==> src/rtl/stream_gate_arbiter_if.sv <==
// Stream bundle between the requester streams, the arbiter and
// the accelerator adapter input.
interface stream_gate_arbiter_if #(
    parameter int NUM_IN          = 4,
    parameter int TDATA_NUM_BYTES = 8
);
    localparam int DW = TDATA_NUM_BYTES * 8;

    logic [NUM_IN*DW-1:0] in_tdata;
    logic [NUM_IN-1:0]    in_tlast;
    logic [NUM_IN-1:0]    in_tvalid;
    logic [NUM_IN-1:0]    in_tready;
    logic [DW-1:0]        out_tdata;
    logic                 out_tlast;
    logic                 out_tvalid;
    logic                 out_tready;

    modport master (
        input  in_tdata, in_tlast, in_tvalid, out_tready,
        output in_tready, out_tdata, out_tlast, out_tvalid
    );

    modport slave (
        output in_tdata, in_tlast, in_tvalid, out_tready,
        input  in_tready, out_tdata, out_tlast, out_tvalid
    );
endinterface

==> src/rtl/stream_gate_arbiter.sv <==
// Packet-granular round-robin arbiter that admits a fixed budget of
// tlast-delimited packets from NUM_IN requesters into one stream.
module stream_gate_arbiter #(
    parameter int NUM_IN          = 4,
    parameter int TDATA_NUM_BYTES = 8,
    parameter int CNT_W           = 8
) (
    input  logic              s_axis_aclk,
    input  logic              s_axi_aresetn,
    input  logic              start,
    input  logic              abort,
    input  logic [CNT_W-1:0]  pkt_count,
    output logic              busy,
    output logic              done,
    output logic [CNT_W-1:0]  pkts_done,
    output logic [NUM_IN-1:0] grant,
    stream_gate_arbiter_if.master bus
);
    localparam int DW = TDATA_NUM_BYTES * 8;
    localparam int IW = $clog2(NUM_IN);
    localparam int JW = IW + 1;

    typedef enum logic [1:0] {IDLE, ARB, XFER, DONE} state_t;

    state_t           state;
    logic [IW-1:0]    ptr;
    logic [IW-1:0]    gidx;
    logic [CNT_W-1:0] remaining;
    logic             abort_pend;
    logic             hit;
    logic [IW-1:0]    hit_idx;
    logic [JW-1:0]    j;
    logic             fire_last;

    // first valid requester after the RR pointer, wrapping
    always_comb begin
        hit     = 1'b0;
        hit_idx = '0;
        j       = '0;
        for (int k = 1; k <= NUM_IN; k++) begin
            j = {1'b0, ptr} + JW'(k);
            if (j >= JW'(NUM_IN))
                j = j - JW'(NUM_IN);
            if (!hit && bus.in_tvalid[j[IW-1:0]]) begin
                hit     = 1'b1;
                hit_idx = j[IW-1:0];
            end
        end
    end

    // zero-latency pass-through of the granted requester
    always_comb begin
        bus.out_tdata  = '0;
        bus.out_tlast  = 1'b0;
        bus.out_tvalid = 1'b0;
        bus.in_tready  = '0;
        if (state == XFER) begin
            for (int i = 0; i < NUM_IN; i++) begin
                if (gidx == IW'(i)) begin
                    bus.out_tdata    = bus.in_tdata[i*DW +: DW];
                    bus.out_tlast    = bus.in_tlast[i];
                    bus.out_tvalid   = bus.in_tvalid[i];
                    bus.in_tready[i] = bus.out_tready;
                end
            end
        end
    end

    assign fire_last = (state == XFER) & bus.out_tvalid &
                       bus.out_tready & bus.out_tlast;

    // command sequencing, packet accounting and grant registers
    always_ff @(posedge s_axis_aclk or negedge s_axi_aresetn) begin
        if (!s_axi_aresetn) begin
            state      <= IDLE;
            busy       <= 1'b0;
            done       <= 1'b0;
            pkts_done  <= '0;
            grant      <= '0;
            ptr        <= IW'(NUM_IN - 1);
            gidx       <= '0;
            remaining  <= '0;
            abort_pend <= 1'b0;
        end else begin
            done <= 1'b0;
            unique case (state)
                IDLE: begin
                    if (start) begin
                        remaining  <= pkt_count;
                        pkts_done  <= '0;
                        busy       <= 1'b1;
                        abort_pend <= 1'b0;
                        state      <= (pkt_count != '0) ? ARB : DONE;
                    end else begin
                        busy <= 1'b0;
                    end
                end
                ARB: begin
                    if (abort) begin
                        state <= DONE;
                    end else if (hit) begin
                        grant <= NUM_IN'(1) << hit_idx;
                        gidx  <= hit_idx;
                        state <= XFER;
                    end
                end
                XFER: begin
                    if (abort)
                        abort_pend <= 1'b1;
                    if (fire_last) begin
                        ptr       <= gidx;
                        grant     <= '0;
                        remaining <= remaining - CNT_W'(1);
                        if (pkts_done != '1)
                            pkts_done <= pkts_done + CNT_W'(1);
                        if (remaining == CNT_W'(1) || abort_pend || abort)
                            state <= DONE;
                        else
                            state <= ARB;
                    end
                end
                DONE: begin
                    done       <= 1'b1;
                    abort_pend <= 1'b0;
                    state      <= IDLE;
                end
                default: state <= IDLE;
            endcase
        end
    end
endmodule

==> src/flat_wrapper.sv <==
// flat-port wrapper written by rule: the top's interface ports become plain ports
module stream_gate_arbiter_flat 
#(
    parameter int NUM_IN          = 4,
    parameter int TDATA_NUM_BYTES = 8,
    parameter int CNT_W           = 8
)
  (s_axis_aclk, s_axi_aresetn, start, abort, pkt_count, busy, done, pkts_done, grant, bus_in_tdata, bus_in_tlast, bus_in_tvalid, bus_out_tready, bus_in_tready, bus_out_tdata, bus_out_tlast, bus_out_tvalid);
  stream_gate_arbiter_if #(.NUM_IN(NUM_IN), .TDATA_NUM_BYTES(TDATA_NUM_BYTES)) bus_i ();
  input  logic s_axis_aclk;
  input  logic s_axi_aresetn;
  input  logic start;
  input  logic abort;
  input  logic [CNT_W-1:0] pkt_count;
  output logic busy;
  output logic done;
  output logic [CNT_W-1:0] pkts_done;
  output logic [NUM_IN-1:0] grant;
  input wire logic [$bits(bus_i.in_tdata)-1:0] bus_in_tdata;
  input wire logic [$bits(bus_i.in_tlast)-1:0] bus_in_tlast;
  input wire logic [$bits(bus_i.in_tvalid)-1:0] bus_in_tvalid;
  input wire logic [$bits(bus_i.out_tready)-1:0] bus_out_tready;
  output wire logic [$bits(bus_i.in_tready)-1:0] bus_in_tready;
  output wire logic [$bits(bus_i.out_tdata)-1:0] bus_out_tdata;
  output wire logic [$bits(bus_i.out_tlast)-1:0] bus_out_tlast;
  output wire logic [$bits(bus_i.out_tvalid)-1:0] bus_out_tvalid;
  assign bus_i.in_tdata = bus_in_tdata;
  assign bus_i.in_tlast = bus_in_tlast;
  assign bus_i.in_tvalid = bus_in_tvalid;
  assign bus_i.out_tready = bus_out_tready;
  assign bus_in_tready = bus_i.in_tready;
  assign bus_out_tdata = bus_i.out_tdata;
  assign bus_out_tlast = bus_i.out_tlast;
  assign bus_out_tvalid = bus_i.out_tvalid;
  stream_gate_arbiter #(.NUM_IN(NUM_IN), .TDATA_NUM_BYTES(TDATA_NUM_BYTES), .CNT_W(CNT_W)) u_core (.s_axis_aclk(s_axis_aclk), .s_axi_aresetn(s_axi_aresetn), .start(start), .abort(abort), .pkt_count(pkt_count), .busy(busy), .done(done), .pkts_done(pkts_done), .grant(grant), .bus(bus_i));
endmodule
==> config.mk <==
export PLATFORM = sky130hd
export DESIGN_NAME = stream_gate_arbiter_flat
export DESIGN_NICKNAME = d
export VERILOG_FILES = /design/src/rtl/stream_gate_arbiter_if.sv /design/src/rtl/stream_gate_arbiter.sv /design/src/flat_wrapper.sv
export SDC_FILE = /design/constraint.sdc
export NUM_CORES = 1
export LEC_CHECK = 0
export BUFFER_PORTS_ARGS = -buffer_cell sky130_fd_sc_hd__clkbuf_2
export CAP_MARGIN = 20
export CORE_AREA = 5 5 136 138
export DETAILED_ROUTE_END_ITERATION = 6
export DIE_AREA = 0 0 141 143
export GPL_ROUTABILITY_DRIVEN = 0
export SETUP_SLACK_MARGIN = 0.5
export SYNTH_ARGS = -nofsm -noshare
export SYNTH_HDL_FRONTEND = slang
export SYNTH_SLANG_ARGS = --single-unit
==> constraint.sdc <==
create_clock -name s_axis_aclk -period 3.2 [get_ports s_axis_aclk]
set_input_delay 0.48 -clock s_axis_aclk [delete_from_list [all_inputs] [get_ports s_axis_aclk]]
set_output_delay 0.48 -clock s_axis_aclk [all_outputs]
set_load 0.03 [all_outputs]
# Yosys cells after proc, flatten, opt, wreduce, memory -nomap -nowiden
# Cells that the tools add are included.
word_totals:
  reg_bits: 29
  latch_bits: 0
  ramBits: 0
  rom_bits: 0
  inputBits: 277
  wordCells: 131
  mem_count: 0
op_classes:
  add_sub_neg: 10
  mul: 0
  div: 0
  order_cmp: 8
  eq_ne: 15
  n_shift: 1
  mux: 63
  bitwise_logic: 4
  n_reduce_logical: 21
ops:
  columns: ["cell", "count"]
  rows:
  - ["$mux W64", 5]
  - ["$mux W8", 5]
  - ["$pmux W8 S2", 2]
  - ["$mux W2", 14]
  - ["$mux W1", 26]
  - ["$mux W4", 4]
  - ["$ge A3 B3 Y1 const B", 4]
  - ["$lt A2 B3 Y1 const B", 4]
  - ["$reduce_and A3 Y1", 4]
  - ["$add A8 B1 Y8 const B", 1]
  - ["$bmux W1 S2", 4]
  - ["$eq A2 B2 Y1 const B", 4]
  - ["$eq A8 B1 Y1 const B", 1]
  - ["$ne A2 B2 Y1 const B", 4]
  - ["$ne A8 B8 Y1 const B", 1]
  - ["$pmux W2 S4", 1]
  - ["$pmux W4 S2", 1]
  - ["$reduce_and A4 Y1", 2]
  - ["$reduce_bool A8 Y1", 1]
  - ["$sub A2 B1 Y2 const B", 4]
  - ["$sub A8 B1 Y8 const B", 1]
  - ["$add A2 B2 Y3 const B", 2]
  - ["$eq A2 B1 Y1 const B", 2]
  - ["$logic_not A2 Y1", 2]
  - ["other kinds (14)", 23]

# Longest topological paths before layout
depth:
  depth_word: 19
  depth_mapped: 7
  depth_no_buf: 6

# Least setup slack after synthesis
# OpenSTA, ideal clock, no wires.
synth_path:
  path_type: "register to output"
  from: "reg u_core.state[1]"
  to: "out bus_in_tready[2]"
  arrival_ps: 1604
  path_slack_ps: 1116
  path_stages_with_launch: 5
  path_buffers: 0
  path_cell_list: "dfrtp_1 clkinv_1 nor2_1 nand2_1 nor3b_1"
synth_via:
  elab_chain_cells: 2
synth_rtl:
  columns: ["element", "line", "rtl"]
  rows:
  - ["start, declared", "stream_gate_arbiter.sv:25", "state_t state;"]
  - ["start signal, assigned", "stream_gate_arbiter.sv:93", "state <= (pkt_count != '0) ? ARB : DONE;"]
  - ["$eq A2 B2 Y1", "stream_gate_arbiter.sv:57", "if (state == XFER) begin"]
  - ["$mux W4", "stream_gate_arbiter.sv:57", null]
  - ["end, declared", "flat_wrapper.sv:23", "output wire logic [$bits(bus_i.in_tready)-1:0] bus_in_tready;"]
# Every way passes these cells.

# Final worst setup path
layout_path:
  from: "reg u_core.state[0]"
  to: "out bus_out_tdata[2]"
layout_via:
  elab_chain_cells: 2
layout_rtl:
  columns: ["element", "line", "rtl"]
  rows:
  - ["$eq A2 B2 Y1", "stream_gate_arbiter.sv:57", null]
  - ["$mux W64", "stream_gate_arbiter.sv:57", null]
  - ["end, declared", "flat_wrapper.sv:24", "output wire logic [$bits(bus_i.out_tdata)-1:0] bus_out_tdata;"]
# Every way passes these cells.

==> metrics.txt <==
placement row count=48; routed vias=4557; worst setup path class=reg2out; f_max=383 MHz; number of antenna violations at the first check in global routing=4; drt pass-1 iters=4; yosys synthesis warning count=0; count of routing violations after the opening detailed-route iteration=~300; beginning of the critical path=u_core.state[0]; RR Endpoint=u_core.pkts_done[2]; I/O pin cnt=361; setup slack of the critical path after layout=589 ps; switching power=around 2.6 mW; cell at the root of the clock tree=clkbuf_16; leakage component of the power=2.93 nW; wire length of the first global-routing pass=30200 um; number of nets at the end of the flow=between 900 and 1000; Worst path slowest cell=dfrtp_1; total of endpoints with negative setup slack in the final report=0; cell types occupying the most area after synthesis=mux4_2 39%, dfrtp_1 18%, nor2b_1 11%, clkbuf_1 1.9%, nand2_1 1.7%; number of unique standard cell types used by synthesis=53; crit path capture type=output port; die area=20200 um^2; Setup TNS Final=0 ps; count of flip-flops with a built-in enable after synthesis=0; cell depth of the worst flop-to-flop path=5; vias in the first global route=4736; area share of the leading cell type in the synthesized netlist=just under 40%; # Max-Cap Violations=0; share of synthesized registers carrying an async set or reset=100%; ordered cell list for the critical path=nand2b_2 -> buf_4 -> nor2b_1 -> clkbuf_2; detailed-route wire length=21900 um; count of hold-fix buffers inserted at cts=0; Total Power Consumption=5.14 mW; Placed Cells=between 900 and 1000; critical path startpoint category=register; data required time at the worst endpoint=around 2700 ps; initial cell density of the core=about 22%; H-tree depth=2; final global-route overflow total=0; DRC viols=0; Max Clock Skew=3.81 ps; CTS tree=done; flop and latch count out of synthesis=29; start of the worst register-to-register path=u_core.gidx[0]; Num Clock Sinks=29; per-cell routed wire length=23.6 um; power density relative to cell area=851 nW/um^2; Max IR drop VDD=around 0.47 mV; post-route antenna net violation count=0; path category of the worst min-delay check=in2async; Worst Tran Pin Value=762 ps; Fin. Hold Viols=0; Register-to-Register Setup Slack=850 ps; endpoint arrival time on the critical path=~2100 ps; maximum root-to-sink buffer count=2; max-slew violation total from the final report=0; Port Buffers=360; overall global routing resource usage=20.0%; maximum fanout encountered on the critical timing path=19; largest incremental delay on the critical path=520 ps; worst setup slack after placement=703 ps; internal power=2.52 mW; Post-Syn Area per Cell=approximately 11 um^2; cell taking the most area after synthesis=mux4_2; portion of total power attributed to sequential cells=15.3%; Area growth syn-to-layout=59.3%; die span in x=141 um; fraction of final layout cells with drive strength greater than 1=65.1%; Main synth FF type=dfrtp_1; maximum number of pins on one net before global-route repair=40; Avg Vias per Cell=between 4 and 5; switching fraction of total power=approximately 50%; register clock-pin slew on the reported worst setup and hold paths=50 ps; RSZ-0062 raised after global routing=true; Net Count, Synth=636; Gate power share=74.0%; time the final worst path needs with I/O delays and setup=2610 ps; synthesized netlist cell count=356; floorplan die height=143 um; Detailed Place HPWL=19000 um; ratio of final minimum period to clock period=between 80% and 90%; sequential-to-total area share from yosys stat=between 10% and 20%; final worst hold slack=274 ps; Floorplan Core Area=17100 um^2; final cell count without fillers=929; total clock buffers created by CTS=5; relative max-transition margin=49.2%; clock latency at the later pin of the worst-skew pair=270 ps; post-synthesis instance area=3800 um^2; run status=complete, no violations; clock network fraction of design power=10.7%
==> cell type report <==
class,instances,area (um^2)
clock inverter,1,30.0
antenna,1,2.50
timing repair buffer,372,1940
multi-input combinational,286,2880
tap,225,282
inverter,8,30.0
sequential,29,736
clock buffer,7,143
fill,1796,11000
==> routing by layer <==
metal	GRT usage [%]	vias up	share of wire, %
met5	0	-	0.096
met4	1.33	4	0.22
met3	8.20	10	10
met2	32.5	234	48
met1	26.4	2210	41
li1	-	2099	-
==> power by group through the flow <==
stage | sequential (mW) | combinational [mW] | clock, mW
after CTS | 0.781 | 3.79 | 0.564
after global placement | 0.807 | 3.73 | 0
after global routing | 0.826 | 4.05 | 0.582
final | 0.788 | 3.80 | 0.551
after detailed placement | 0.810 | 3.74 | 0
after floorplan | 0.718 | 2.69 | 0
==> sequential cells by signal (all words and copies together), names as in the netlist <==
name,flops
u_core.ptr,2
u_core.state,2
u_core.remaining,8
u_core.busy,1
u_core.pkts_done,8
u_core.done,1
u_core.abort_pend,1
u_core.gidx,2
u_core.grant,4
==> worst max-delay path by stage <==
stage	endpoint	slack [ps]	cells past startpoint
after floorplan	bus_in_tready[2]	1120	4
after global placement	bus_out_tdata[10]	710	4
after detailed placement	bus_out_tdata[39]	700	4
after CTS	bus_out_tdata[10]	540	4
after global routing	bus_out_tdata[2]	470	4
final	bus_out_tdata[2]	590	4
==> cells in the final DEF (no fill, tap or decap), drive strengths merged, types with 7 or more instances in the layout <==
| cell type | synthesis | routed |
|---|---|---|
| buf | 14 | 11 |
| o21ai | 13 | 13 |
| nor2b | 69 | 69 |
| nand2 | 17 | 17 |
| nor3 | 9 | 9 |
| a21oi | 12 | 12 |
| clkbuf | 19 | 368 |
| nand3 | 11 | 11 |
| inv | 7 | 7 |
| mux4 | 66 | 66 |
| dfrtp | 27 | 27 |
| nor2 | 15 | 15 |
==> logic make-up (layout without fill, tap and decap cells) <==
family                     Yosys count  after routing  synth area share [%]
AOI/OAI and AO/OA                   62             62                  11.8
adders and majority gates            3              3                 0.989
buffers and inverters               41            388                  5.01
DFF                                 29             29                  19.2
muxes                               70             70                  40.2
other                                0              1                     0
and+or+nand+nor                    151            151                  22.8
==> critical path, delay by kind of cell, from the launching register on <==
family	cells	cell delay (ps)
buffers and inverters	2	580
and+or+nand+nor	2	740
DFF	1	520
==> cell usage after synthesis (all sizes together), types with 3 or more instances <==
| cell type | n |
|---|---|
| o211ai | 3 |
| o22a | 3 |
| nand2b | 5 |
| inv | 7 |
| nand3 | 11 |
| ha | 3 |
| mux2i | 4 |
| o31ai | 4 |
| nor2 | 15 |
| buf | 14 |
| o21ai | 13 |
| nor2b | 69 |
| nand2 | 17 |
| a21oi | 12 |
| clkbuf | 19 |
| and3 | 5 |
| nor4 | 4 |
| nor3 | 9 |
| mux4 | 66 |
| nor3b | 3 |
| dfrtp | 27 |
| o311ai | 5 |
| or3 | 4 |
==> repair_timing <==
item                       4_1_cts  5_1_grt
pin swaps                        0        0
setup endpoints to repair       47        9
setup buffers                    1        0
gates cloned                     0        1
gates resized for setup          1        4
==> per-stage QoR <==
| step | cell area (um^2) | utilization (%) |
|---|---|---|
| floorplan | 3800 | - |
| global placement | 5820 | 34.1 |
| detailed placement | 5820 | 34.1 |
| CTS | 6000 | 35.2 |
| global route | 6040 | 35.4 |
| finish | 6050 | 35.5 |
Power figures use the tool's default switching activity.
